--- config.mk ---
export PLATFORM = sky130hd
export DESIGN_NAME = hs_ram_arbiter
export DESIGN_NICKNAME = d
export VERILOG_FILES = /design/src/rtl/hs_ram_arbiter.sv
export SDC_FILE = /design/constraint.sdc
export NUM_CORES = 1
export LEC_CHECK = 0
export CORE_MARGIN = 4
export CORE_UTILIZATION = 38
export CTS_CLUSTER_SIZE = 40
export DETAILED_ROUTE_END_ITERATION = 6
export PLACE_DENSITY = 0.88
export RECOVER_POWER = 25
export SLEW_MARGIN = 10
export SYNTH_ARGS = -nofsm -noshare
export SYNTH_HDL_FRONTEND = slang
export SYNTH_SLANG_ARGS = --single-unit
--- constraint.sdc ---
create_clock -name clk_sys -period 2.2 [get_ports clk_sys]
set_clock_uncertainty 0.1 [all_clocks]
set_input_delay 0.66 -clock clk_sys [delete_from_list [all_inputs] [get_ports clk_sys]]
set_output_delay 0.66 -clock clk_sys [all_outputs]
set_load 0.03 [all_outputs]
--- src/rtl/hs_ram_arbiter.sv ---
// Work-RAM port arbiter between the game CPU and the hiscore engine.
// Pauses the CPU, waits for a stable pause, then lends the port to the hiscore engine.
module hs_ram_arbiter #(
  parameter int          AW      = 11,
  parameter logic [15:0] HS_BASE = 16'h6000,
  parameter int          SETTLE  = 4,
  parameter int          TIMEOUT = 1023
) (
  input  logic          clk_sys,
  input  logic          reset,
  input  logic [AW-1:0] cpu_addr,
  input  logic [7:0]    cpu_din,
  input  logic          cpu_we,
  input  logic [15:0]   hs_address,
  input  logic [7:0]    hs_data_in,
  input  logic          hs_write,
  input  logic          hs_access_read,
  input  logic          hs_access_write,
  output logic [7:0]    hs_data_out,
  input  logic          paused,
  output logic          pause_req,
  output logic [AW-1:0] ram_addr,
  output logic [7:0]    ram_din,
  output logic          ram_we,
  input  logic [7:0]    ram_dout,
  output logic          hs_owner,
  output logic          hs_error
);

  localparam int            CW      = $clog2(TIMEOUT + 1);
  localparam logic [CW-1:0] TO_LAST = CW'(TIMEOUT - 1);
  localparam logic [CW-1:0] ST_LAST = CW'(SETTLE - 1);
  // Window end kept 17 bits wide so a window touching 16'hFFFF cannot wrap.
  localparam logic [16:0]   HS_END  = {1'b0, HS_BASE} + 17'(2 ** AW);

  typedef enum logic [2:0] {
    S_IDLE,
    S_REQ,
    S_SETTLE,
    S_GRANT,
    S_RELEASE
  } state_t;

  state_t        state_q;
  logic [CW-1:0] cnt_q;
  logic          pause_req_q;
  logic          hs_owner_q;
  logic          hs_error_q;
  logic          rd_win_q;
  logic [7:0]    hs_data_out_q;

  logic intent;
  logic in_window;

  assign intent    = hs_access_read | hs_access_write;
  assign in_window = (hs_address >= HS_BASE) && ({1'b0, hs_address} < HS_END);

  always_ff @(posedge clk_sys) begin
    if (reset) begin
      state_q       <= S_IDLE;
      cnt_q         <= '0;
      pause_req_q   <= 1'b0;
      hs_owner_q    <= 1'b0;
      hs_error_q    <= 1'b0;
      rd_win_q      <= 1'b0;
      hs_data_out_q <= 8'h00;
    end else begin
      // RAM read data arrives one cycle after the address; qualify it with the window of that address.
      rd_win_q      <= (state_q == S_GRANT) && in_window;
      hs_data_out_q <= rd_win_q ? ram_dout : 8'h00;
      case (state_q)
        S_IDLE: begin
          if (intent) begin
            state_q     <= S_REQ;
            pause_req_q <= 1'b1;
            cnt_q       <= '0;
          end
        end
        S_REQ: begin
          if (paused) begin
            state_q <= S_SETTLE;
            cnt_q   <= '0;
          end else if (cnt_q == TO_LAST) begin
            hs_error_q <= 1'b1;
            state_q    <= S_RELEASE;
          end else begin
            cnt_q <= cnt_q + 1'b1;
          end
        end
        S_SETTLE: begin
          if (!paused) begin
            cnt_q <= '0;
          end else if (cnt_q == ST_LAST) begin
            state_q    <= S_GRANT;
            hs_owner_q <= 1'b1;
          end else begin
            cnt_q <= cnt_q + 1'b1;
          end
        end
        S_GRANT: begin
          if (!intent) begin
            state_q    <= S_RELEASE;
            hs_owner_q <= 1'b0;
          end
        end
        S_RELEASE: begin
          state_q     <= S_IDLE;
          pause_req_q <= 1'b0;
          cnt_q       <= '0;
        end
        default: state_q <= S_IDLE;
      endcase
    end
  end

  always_comb begin
    ram_addr = cpu_addr;
    ram_din  = cpu_din;
    ram_we   = 1'b0;
    case (state_q)
      S_IDLE, S_REQ: ram_we = cpu_we;
      S_GRANT: begin
        ram_addr = AW'(hs_address - HS_BASE);
        ram_din  = hs_data_in;
        ram_we   = hs_write & in_window;
      end
      default: ram_we = 1'b0;
    endcase
  end

  assign pause_req   = pause_req_q;
  assign hs_owner    = hs_owner_q;
  assign hs_error    = hs_error_q;
  assign hs_data_out = hs_data_out_q;

endmodule
# --- Yosys cells after proc, flatten, opt, wreduce, memory -nomap -nowiden ---
# Index checks and enable logic that the tools add are counted.
classes:
  order_cmp: 2
  shift: 0
  addsub: 2
  div_mod_pow: 0
  mux: 22
  reduce_logical: 13
  n_eq_ne: 13
  n_mul: 0
  bitwise_logic: 4
ops:
  columns: ["op", "n"]
  rows:
  - ["$mux 10", 5]
  - ["$pmux 10 s4", 1]
  - ["$mux 3", 6]
  - ["$ge 16x15->1 const B", 1]
  - ["$lt 16x15->1 const B", 1]
  - ["$pmux 3 s4", 1]
  - ["$mux 11", 1]
  - ["$sub 11x1->11 const B", 1]
  - ["$add 10x1->10 const B", 1]
  - ["$eq 10x10->1 const B", 1]
  - ["$eq 10x2->1 const B", 1]
  - ["$ne 3x3->1 const B", 3]
  - ["$mux 8", 1]
  - ["$ne 2x2->1 const B", 4]
  - ["$reduce_and 4->1", 2]
  - ["$eq 3x2->1 const B", 2]
  - ["$pmux 1 s2", 3]
  - ["$reduce_and 5->1", 1]
  - ["$mux 1", 4]
  - ["$reduce_bool 2->1", 2]
  - ["$reduce_bool 4->1", 1]
  - ["$reduce_or 2->1", 2]
  - ["$eq 3x1->1 const B", 1]
  - ["$eq 3x3->1 const B", 1]
  - ["7 further kinds", 9]
word_totals:
  n_memories: 0
  output_inout_bits: 31
  mem_bits_ro: 0
  ram_bits: 0
  elab_cells: 63
  latchBits: 0
  reg_bits: 25

# --- Depth between registers and ports, before layout ---
logic_depth:
  depth_word: 4
  mapped_depth: 7
  ltp_nobuf: 6

# --- Worst setup path before layout ---
# OpenSTA, ideal clock, no wires.
synth_path:
  path_type: "flip-flop to output port"
  start: "register state_q[2]"
  end: "output port ram_addr[0]"
  stages_incl_launch_ff: 6
  slack_ns: 0.017
  t_arrival_ns: 1.423
  required_time_ns: 1.440
  path_buffers: 2
  cell_sequence: "dfxtp_1 > buf_2 > inv_1 > nand3_1 > buf_2 > mux2_2"
synth_between:
  elab_chain_len: 2
synth_rtl:
  columns: ["item", "line", "rtl"]
  rows:
  - ["start, declared", "44", "state_t state_q;"]
  - ["start signal, assigned", "60", "state_q <= S_IDLE;"]
  - ["start signal, assigned", "74", "state_q <= S_REQ;"]
  - ["start signal, assigned", "81", "state_q <= S_SETTLE;"]
  - ["$eq 3x2->1", "120", "case (state_q)"]
  - ["$mux 11", "120", null]
  - ["end, declared", "22", "output logic [AW-1:0] ram_addr,"]
# No other way between the ends.

# --- Final worst setup path ---
layout_path:
  start: "register state_q[1]"
  end: "output port ram_din[3]"
layout_between:
  elab_chain_len: 2
layout_rtl:
  columns: ["item", "line", "rtl"]
  rows:
  - ["$eq 3x2->1", "120", null]
  - ["$mux 8", "120", null]
  - ["end, declared", "23", "output logic [7:0] ram_din,"]
# No other way between the ends.

==> metrics.md <==
| Metric | Value |
|---|---|
| Vias in the first global route | approximately 1.9k |
| Crit path DAT | 1.46 ns |
| Slowest CP cell | dfxtp_1 |
| TritonRoute pass-1 iters | 4 |
| Maximum vdd drop | 0.353 mV |
| Hold Startpoint | hs_error |
| Clock sinks | 25 |
| Critical Path Max Stage Delay | ~0.41 ns |
| Core area | a little over 4000 sq um |
| Synth async-reset ratio | 0% |
| Yosys top cell by area | dfxtp_1 |
| Top_reg_cell synth | dfxtp_1 |
| Max-slew violations | 0 |
| Status | complete, but fails checks |
| Overflow after GRT | 0 |
| HP Class | register to register |
| Final count of hold timing violations | 0 |
| Pre-CTS setup slack | -0.508 ns |
| Clock latency on the worst-skew pair | 0.27 ns |
| Htree depth | 1 |
| Average size of a mapped cell | 9.49 sq um |
| Setup Crit Path Kind | register to primary output |
| Seq/Total Area, Yosys | between 30% and 40% |
| Pwr dens | approximately 640 nW/um^2 |
| Failing checks | setup timing |
| Largest net degree at the start of global routing | 18 |
| TritonCTS clock tree | built |
| Number of buffers created by CTS | 3 |
| Fraction of layout cells with a size suffix above 1 | 33.3% |
| Crit path buf inv count | 2 |
| Mapped Nets | 227 |
| Crit path cell chain | nand3_4, buf_12, mux2_4, buf_12 |
| Gr usage total | 21.1% |
| Area fraction of the dominant cell type after synthesis | 31.6% |
| Final Wtd Congestion | ~0.82 |
| Critical path fanouts, max | 9 |
| Buffers on Ports | 88 |
| Die area | about 5300 sq um |
| Max cap viols | 0 |
| Total Power | 1.85 mW |
| Register bit total from synthesis | 25 |
| Starting Density | around 40% |
| Clock Tree Root | clkbuf_8 |
| Die H | 72.6 microns |
| Relative slew slack | 64.8% |
| Netlist cell types | 47 |
| Tightest Pin Transition | around 0.52 ns |
| Vias post-DR | 1824 |
| CP dominant cell by count | buf_12 |
| Die width | 72.6 microns |
| Final setup vio count | 13 |
| Cells after synthesis | 167 |
| I/O pin count | 89 |
| Area Growth Syn to Fin | 82.3% |
| Crit path launch | state_q[1] |
| Critical R2R Launch | state_q[1] |
| Leak Pwr | around 1.3 nW |
| Final wirelength | approximately 6000 microns |
| Post-synth EDFFs | 0 |
| Worst path top cell family by delay | flip-flops |
| RSZ-0062 raised after global routing | true |
| CP startpoint kind | register |
| Final worst setup slack | -0.0195 ns |
| Min cycle time layout | 2.22 ns |
| Post-route DRC violation count | 0 |
| Row cnt | 23 |
| Initial antenna violation count | 1 |
| WL/cell | around 18 microns |
| CP required | roughly 1.4 ns |
| Post-DP HPWL | 4030 microns |
| Maximum clock frequency | ~450 MHz |
| DR vias/cell | ~5.6 |
| Synth Cell Area | 1580 sq um |
| CP endpoint kind | primary output |
| Post-route ant nets | 0 |
| Clock transition at the registers of the reported paths | roughly 0.10 ns |
| Deepest clock path buffer count | 2 |
| Final #Nets | 337 |
| First-pass GRT wire length | 8780 microns |
| Min Hold Slack | 0.384 ns |
| Initial drt markers | roughly 160 |
| Synth top area cells | dfxtp_1 32%, mux2_2 14%, and2_1 3.9% |
| Crit share post-route | 101% |
| Yosys warning count | 0 |
[power breakdown]
part,switching [mW],internal (mW)
clock network,0.159,0.128
logic,0.521,0.530
registers,0.0314,0.484
total,0.711,1.14
[cell usage after synthesis, drive strengths merged (3+ instances only)]
master,number
dfxtp,25
mux2,19
and2,10
inv,9
buf,8
a21oi,7
nand4,7
nor2,7
o31ai,6
a2111oi,5
o32ai,5
or3,5
a211oi,4
and4,4
nand3b,4
nor3,4
and3,3
nand2,3
or3b,3
[per-layer routing]
layer,GRT usage (%),vias up,wire length [microns]
met5,0,-,0
met4,4.10,0,59
met3,9.28,6,517
met2,38.0,79,3130
met1,22.7,861,2270
li1,-,878,-
[logic make-up (layout without fill, tap and decap cells)]
logic type               after synthesis  after routing  share of synthesized area (%)
AND/OR/NAND/NOR                       64             64                           27.0
AO/OA/AOI/OAI                         39             39                           21.5
flip-flops                            25             25                           31.6
multiplexers                          19             19                           13.5
buffers and inverters                 18            127                           4.82
adder cells (fa/ha/maj)                2              2                           1.58
other                                  0              1                              0
[sequential cells by signal, summed over array words and instances (netlist names)]
register,count
state_q,3
hs_error,1
cnt_q,10
hs_owner,1
pause_req,1
hs_data_out,8
rd_win_q,1
[worst min-delay path, cell delays in order, from the launching register on]
cell and delay [ns]:
dfxtp_1 0.33, nor2_1 0.04, nor2_1 0.07
[repair_timing]
item,4_1_cts,5_1_grt
hold buffers,0,0
setup buffers,2,4
gates resized for setup,101,16
pin swaps,3,5
endpoints found under the setup margin,32,34
[path summary, 6_finish.rpt]
kind / to / slack, ns / cells past startpoint
hold / removal: hs_error / 0.38 / 2
hold reg to reg: hs_error / 0.38 / 2
setup / recovery: ram_din[3] / -0.02 / 4
setup reg to reg: cnt_q[4] / 0.23 / 6
[through the flow]
step           std cells  TNS [ns]  instance area, sq um  util, %
6_report             327    -0.120                  2890     71.7
5_1_grt              327    -0.957                  2890     71.7
4_1_cts              322   -0.0986                  2830     70.2
3_5_place_dp         316     -5.83                  2610     64.8
3_3_place_gp         316     -4.97                  2610     64.8
2_1_floorplan        167         0                  1580        -
[cell type report]
class,count,area (sq um)
repair buffers,114,1090
multi-input cells,124,1150
inverters,9,33.8
well taps,50,62.6
diodes,1,2.50
clock buffers,3,41.3
flip-flops and latches,25,503
clock inverters,1,7.51
fillers,257,1140
[cells in the final DEF (no fill, tap or decap), drive strengths merged, types with 3 or more instances in the layout]
cell	n
buf	47
dlygate4sd2	38
dfxtp	25
clkdlybuf4s50	20
mux2	19
and2	10
inv	9
nor2	7
a21oi	7
nand4	7
o31ai	6
clkbuf	6
or3	5
dlymetal6s2s	5
a2111oi	5
o32ai	5
nor3	4
nand3b	4
a211oi	4
and4	4
and3	3
nand2	3
or3b	3
Note: power is estimated with default switching activity, not from simulation.
